[src/rtl/ram_arb_pkg.sv]
// Shared types and default sizing for the ram_1h two-requester arbiter.
package ram_arb_pkg;

  localparam int ADDR_W_DEF   = 11;
  localparam int DATA_W_DEF   = 8;
  localparam int MAX_WAIT_DEF = 4;

  // Owner tag carried alongside each in-flight RAM read.
  typedef enum logic [1:0] {
    OWN_NONE = 2'd0,
    OWN_A    = 2'd1,
    OWN_B    = 2'd2
  } owner_t;

endpackage

[src/rtl/ram_arb_starve_ctr.sv]
// Saturating count of cycles in which B requested but lost; raises force_b
// once B has lost MAX_WAIT cycles in a row.
module ram_arb_starve_ctr #(
  parameter int MAX_WAIT = 4
) (
  input  logic clock,
  input  logic reset_n,
  input  logic b_req,
  input  logic b_ack,
  output logic force_b
);

  localparam int CNT_W = $clog2(MAX_WAIT + 1);
  localparam logic [CNT_W-1:0] MAX_CNT = CNT_W'(MAX_WAIT);

  logic [CNT_W-1:0] wait_cnt;

  // NOTE: state registers use non-blocking assignments so every flop samples
  // pre-edge values regardless of block ordering.
  always_ff @(posedge clock or negedge reset_n) begin
    if (!reset_n) begin
      wait_cnt <= '0;
    end else if (!b_req || b_ack) begin
      wait_cnt <= '0;
    end else if (wait_cnt != MAX_CNT) begin
      wait_cnt <= wait_cnt + 1'b1;
    end
  end

  assign force_b = (wait_cnt == MAX_CNT);

endmodule

[src/rtl/ram_1h_arbiter.sv]
// Two-requester arbiter in front of a single-port registered-read RAM; A has priority.
// Optional starvation guard for B: define RAM_ARB_STARVE_GUARD_EN.
module ram_1h_arbiter
  import ram_arb_pkg::*;
#(
  parameter int ADDR_W   = ADDR_W_DEF,
  parameter int DATA_W   = DATA_W_DEF,
  parameter int MAX_WAIT = MAX_WAIT_DEF
) (
  input  logic              clock,
  input  logic              reset_n,
  input  logic              a_req,
  input  logic              a_we,
  input  logic [ADDR_W-1:0] a_addr,
  input  logic [DATA_W-1:0] a_wdata,
  output logic              a_ack,
  output logic              a_rvalid,
  output logic [DATA_W-1:0] a_rdata,
  input  logic              b_req,
  input  logic              b_we,
  input  logic [ADDR_W-1:0] b_addr,
  input  logic [DATA_W-1:0] b_wdata,
  output logic              b_ack,
  output logic              b_rvalid,
  output logic [DATA_W-1:0] b_rdata,
  output logic              ram_clken,
  output logic              ram_wren,
  output logic [ADDR_W-1:0] ram_address,
  output logic [DATA_W-1:0] ram_data,
  input  logic [DATA_W-1:0] ram_q
);

  if (MAX_WAIT < 1) begin : g_bad_max_wait
    $error("ram_1h_arbiter: MAX_WAIT must be at least 1");
  end

  logic              force_b;
  logic              a_grant;
  logic              b_grant;
  logic [ADDR_W-1:0] addr_q;
  logic [DATA_W-1:0] data_q;
  owner_t            s1_own;
  owner_t            s1_nxt;
  owner_t            s2_own;

`ifdef RAM_ARB_STARVE_GUARD_EN
  ram_arb_starve_ctr #(
    .MAX_WAIT (MAX_WAIT)
  ) u_starve_ctr (
    .clock   (clock),
    .reset_n (reset_n),
    .b_req   (b_req),
    .b_ack   (b_grant),
    .force_b (force_b)
  );
`else
  assign force_b = 1'b0;
`endif

  // A wins unless the starvation guard has handed this cycle to a waiting B.
  assign a_grant = a_req & ~(force_b & b_req);
  assign b_grant = b_req & ~a_grant;
  assign a_ack   = a_grant;
  assign b_ack   = b_grant;

  // NOTE: every always_comb output gets a default first, so no path can infer a latch.
  always_comb begin
    ram_clken   = 1'b0;
    ram_wren    = 1'b0;
    ram_address = addr_q;
    ram_data    = data_q;
    s1_nxt      = OWN_NONE;
    if (a_grant) begin
      ram_clken   = 1'b1;
      ram_wren    = a_we;
      ram_address = a_addr;
      ram_data    = a_wdata;
      s1_nxt      = a_we ? OWN_NONE : OWN_A;
    end else if (b_grant) begin
      ram_clken   = 1'b1;
      ram_wren    = b_we;
      ram_address = b_addr;
      ram_data    = b_wdata;
      s1_nxt      = b_we ? OWN_NONE : OWN_B;
    end
  end

  // Idle cycles keep presenting the last granted address/data to the RAM.
  always_ff @(posedge clock or negedge reset_n) begin
    if (!reset_n) begin
      addr_q <= '0;
      data_q <= '0;
    end else if (ram_clken) begin
      addr_q <= ram_address;
      data_q <= ram_data;
    end
  end

  // Stage 1 tags the cycle in which ram_q is valid; stage 2 is the rvalid cycle.
  always_ff @(posedge clock or negedge reset_n) begin
    if (!reset_n) begin
      s1_own  <= OWN_NONE;
      s2_own  <= OWN_NONE;
      a_rdata <= '0;
      b_rdata <= '0;
    end else begin
      s1_own <= s1_nxt;
      s2_own <= s1_own;
      if (s1_own == OWN_A) a_rdata <= ram_q;
      if (s1_own == OWN_B) b_rdata <= ram_q;
    end
  end

  assign a_rvalid = (s2_own == OWN_A);
  assign b_rvalid = (s2_own == OWN_B);

endmodule

[config.mk]
export PLATFORM = sky130hd
export DESIGN_NAME = ram_1h_arbiter
export DESIGN_NICKNAME = d
export VERILOG_FILES = /design/src/rtl/ram_arb_pkg.sv /design/src/rtl/ram_arb_starve_ctr.sv /design/src/rtl/ram_1h_arbiter.sv
export SDC_FILE = /design/constraint.sdc
export NUM_CORES = 1
export LEC_CHECK = 0
export ABC_AREA = 1
export BUFFER_PORTS_ARGS = -buffer_cell sky130_fd_sc_hd__buf_4
export CORE_ASPECT_RATIO = 1.2
export CORE_MARGIN = 2
export CORE_UTILIZATION = 40
export DETAILED_ROUTE_END_ITERATION = 8
export PLACE_DENSITY = 0.76
export SETUP_SLACK_MARGIN = 0.3
export SKIP_CTS_REPAIR_TIMING = 1
export SYNTH_ARGS = -nofsm -noshare
export SYNTH_HDL_FRONTEND = slang
export SYNTH_SLANG_ARGS = --single-unit
[constraint.sdc]
create_clock -name clock -period 1 [get_ports clock]
set_clock_uncertainty 0.2 [all_clocks]
set_input_delay 0.2 -clock clock [delete_from_list [all_inputs] [get_ports clock]]
set_output_delay 0.2 -clock clock [all_outputs]
set_load 0.1 [all_outputs]
==> metrics.txt, run 1 <==
largest net degree at the start of global routing=23; status=stopped before the end; initial core utilization=41.3%; Yosys reg bits=39; Mapped Area=1730 µm²; clock buffer depth=2; Yosys cell types=11; syn_nets=approximately 260; Die Height=between 70 and 80 µm; clock tree sinks=39; error that ended the run=[ERROR DPL-0038] Utilization greater than 100%, impossible to legalize; dpl cells=between 300 and 400; H-Tree Depth=2; sequential fraction of the synthesis area=a little under three fifths; cts bufs inserted=5; worst ep type=top-level output; Syn Inst Count=210; HPWL after detailed placement=4.27 mm; critical endpoint after global-route timing repair=a_rvalid; synth warn=0; I/O Pins=between 90 and 100; GP Congestion=~0.84; Core Rows=26; Fail Step=global routing; die width=between 60 and 70 µm; root buf cell=clkbuf_8; port buffer count=92; Post-Syn Area per Cell=slightly above 8 µm²
-- synth_stat cells, drive strengths merged --
master,number,area (µm²)
a21oi,1,5.00
buf,9,56.3
dfrtp,39,976
inv,7,26.3
nand2,90,343
nand3,57,285
nor2,7,41.3
-- cell families after synthesis --
logic type      synth area share [%]
compound gates                 0.289
buf+inv                         4.77
simple gates                    38.6
flops                           56.3
-- metrics by stage --
stage	instance area [µm²]	setup slack [ps]	hold slack, ps	util [%]
after floorplan	2430	-312	-296	-
after global placement	3430	-561	-118	81.7
after detailed placement	3430	-581	-118	81.7
after CTS	3540	-586	-437	84.4
==> inputs of run 2 (changes only) <==
CORE_ASPECT_RATIO = not set   (was 1.2)
CORE_UTILIZATION = 32   (was 40)
PLACE_DENSITY = not set   (was 0.76)
PLACE_DENSITY_LB_ADDON = 0.15   (was not set)
SETUP_SLACK_MARGIN = not set   (was 0.3)
clock period = 1.3 ns   (was 1 ns; I/O delays follow)
==> metrics.txt, run 2 <==
DRC Markers=0; die width=77.6 µm (+21%); post-route ant nets=0; Slew headroom=roughly two thirds; Max Slew Vio Count=0; Most flops, register=addr_q; commonest cells in the netlist=nand2_1 (88), nand3_1 (57), dfrtp_1 (39); Syn Inst Count=210 (unchanged); Peak Freq=between 600 and 700 MHz; Core Rows=26 (unchanged); post-synth top area cell=dfrtp_1; GRT Util Overall=between 10% and 20%; largest net degree at the start of global routing=40; synth warn=0 (unchanged); DRT Pass-1 Iters=4; max layer used=met4; failing checks=setup timing; clock tree sinks=39 (unchanged); RR Endpoint=a_rdata[0]; initial core utilization=33.5% (-7.8 points); number of DRC markers in iteration 0=55; die area=approximately 6000 µm²; final WL=roughly 6.1 mm; HP Start=a_addr[7]; GP Congestion=0.756 (-10%); Post-Route M1 WL=2.28 mm; diode count=0; max reg flops=11; layout cells sized above 1=about two thirds; delay-heaviest family, CP=buffers and inverters; main flop type after synthesis=dfrtp_1; cell depth of the worst hold path=3; Nets=between 400 and 500; I/O Pins=93 (unchanged); Die Height=77.6 µm (+2.0%); Worst-path clk slew=roughly 80 ps; Worst R2R Path Depth=4; WL met3=348 µm; syn_nets=262 (unchanged); Layout area overhead=142%; power per standard cell area=1220 nW/µm²; worst hold slack=about 27 ps; CTS tree=built; status=finished with violations; Yosys cell types=11 (unchanged); H-Tree Depth=2 (unchanged); WL/cell=14.5 µm; Critical path buffers and inverters=4; min Tclk post-route=1550 ps; sequential fraction of the synthesis area=56.3% (unchanged); count leader, synth=nand2_1; HPWL after detailed placement=3.79 mm (-11%); Period Utilization, post-route=119%; top cell type's share of synthesized area=56.3% (unchanged); Post-synth EDFFs=0 (unchanged); Reg-to-Reg Start=s1_own[0]; WHS Endpoint=addr_q[7]; Mapped Area=1730 µm² (unchanged); max incr delay on CP=around 170 ps; Critical Path End Type=primary output; root buf cell=clkbuf_8; vias=between 1500 and 2000; cts bufs inserted=5 (unchanged); final setup margin=-253 ps; FF/Latch Area=~1000 µm²; critical path peak fanout=5; synth top area cells=dfrtp_1 (56%), nand2_1 (19%), nand3_1 (16%); FF-to-FF setup slack=approximately 80 ps; grt ovf=0; met2 WL post-DR=3.42 mm; critical path, cell by cell=buf_8 -> nor2_4 -> buf_6 -> clkbuf_16 -> nand2_8 -> nand3_4 -> buf_12; Final Hold Violating Endpoints=0; maximum VDD drop=0.689 mV; initial antenna violation count=0; crit path launch type=input pin; CORE AREA=approximately 5200 µm²; Leakage=about 2.1 nW; Post-Syn Area per Cell=8.25 µm² (unchanged); hold crit path type=in -> reg; Worst Max-Slew Pin Slew=around 510 ps; crit path DAT=roughly 1100 ps; Yosys reg bits=39 (unchanged); RSZ-0062 raised after global routing=true; port buffer count=92 (unchanged); fillers=between 200 and 300; DR vias/cell=about 4.7; first-pass GRT wire length=slightly below 9 mm; Crit-path slowest cell=clkbuf_16; number of global-route vias before repair=a little under 2000; max cap viols=0; Setup TNS Final=-6060 ps; clock buffer depth=2 (unchanged); Post-synth ARST share=100% (unchanged); Clk Latency, worst-skew pair=a little under 300 ps; commonest non-fill, non-tap cell in the layout=buf_4; critical path type=in -> out; final setup violating endpoints=40; commonest non-fill, non-tap cells in the layout=buf_4 (80), nand2_1 (59), buf_12 (41); worst endpoint required time=840 ps; area of the multi-input gates=around 1200 µm²
==> run 2: cell counts after synthesis <==
Identical to the previous run, type by type.
==> run 2: kinds of logic after synthesis <==
| family | after synthesis | share of synthesized area [%] |
|---|---|---|
| AOI/OAI and AO/OA | 1 | 0.289 |
| buffers and inverters | 16 | 4.77 |
| and+or+nand+nor | 154 | 38.6 |
| DFF | 39 | 56.3 |
==> run 2: how the worst max path moves through the flow <==
stage,from,end,slack [ps],cells past startpoint
2_1_floorplan,b_req,ram_wren,-120,3
3_3_place_gp,b_req,ram_address[8],-360,6
3_5_place_dp,b_req,ram_address[8],-390,6
4_1_cts,b_req,ram_address[8],-390,6
5_1_grt,a_req,ram_data[5],-290,7
6_report,a_req,ram_data[4],-250,7
==> run 2: power by group <==
part	total, mW	internal, mW	switching [mW]	leakage [nW]
clock	1.02	0.572	0.450	0.0581
sequential	1.53	1.38	0.151	0.461
combinational	2.59	0.973	1.61	1.60
==> run 2: area by class of cell <==
cell class,count,area share [%]
multi-input cells,155,29.3
clock buffers,5,1.64
repair inverters,1,0.715
repair buffers,142,40.1
well taps,70,2.09
flip-flops and latches,39,23.7
clock inverters,3,1.04
inverters,7,1.43
==> run 2: per-layer routing <==
layer	GRT usage (%)	vias to the layer above
met5	0	-
met4	4.82	0
met3	6.05	8
met2	30.6	59
met1	22.0	947
li1	-	967
==> run 2: stage by stage <==
stage                     setup WS, ps  std cells  total power, mW  util [%]  instance area, µm²
after floorplan                   -121        210             3.00         -                2230
after global placement            -362        397             3.52      62.0                3210
after detailed placement          -390        397             3.54      62.0                3210
after CTS                         -389        405             4.55      64.2                3320
after global routing              -293        422             5.35      81.2                4200
final                             -253        422             5.14      81.2                4200
==> run 2: worst reg2reg max path: cells and delay by family (launching register included) <==
family | cells | cell delay (ps)
DFF | 1 | 450
buffers and inverters | 1 | 120
and+or+nand+nor | 3 | 380
No activity file was read; power rests on OpenSTA's default activity.
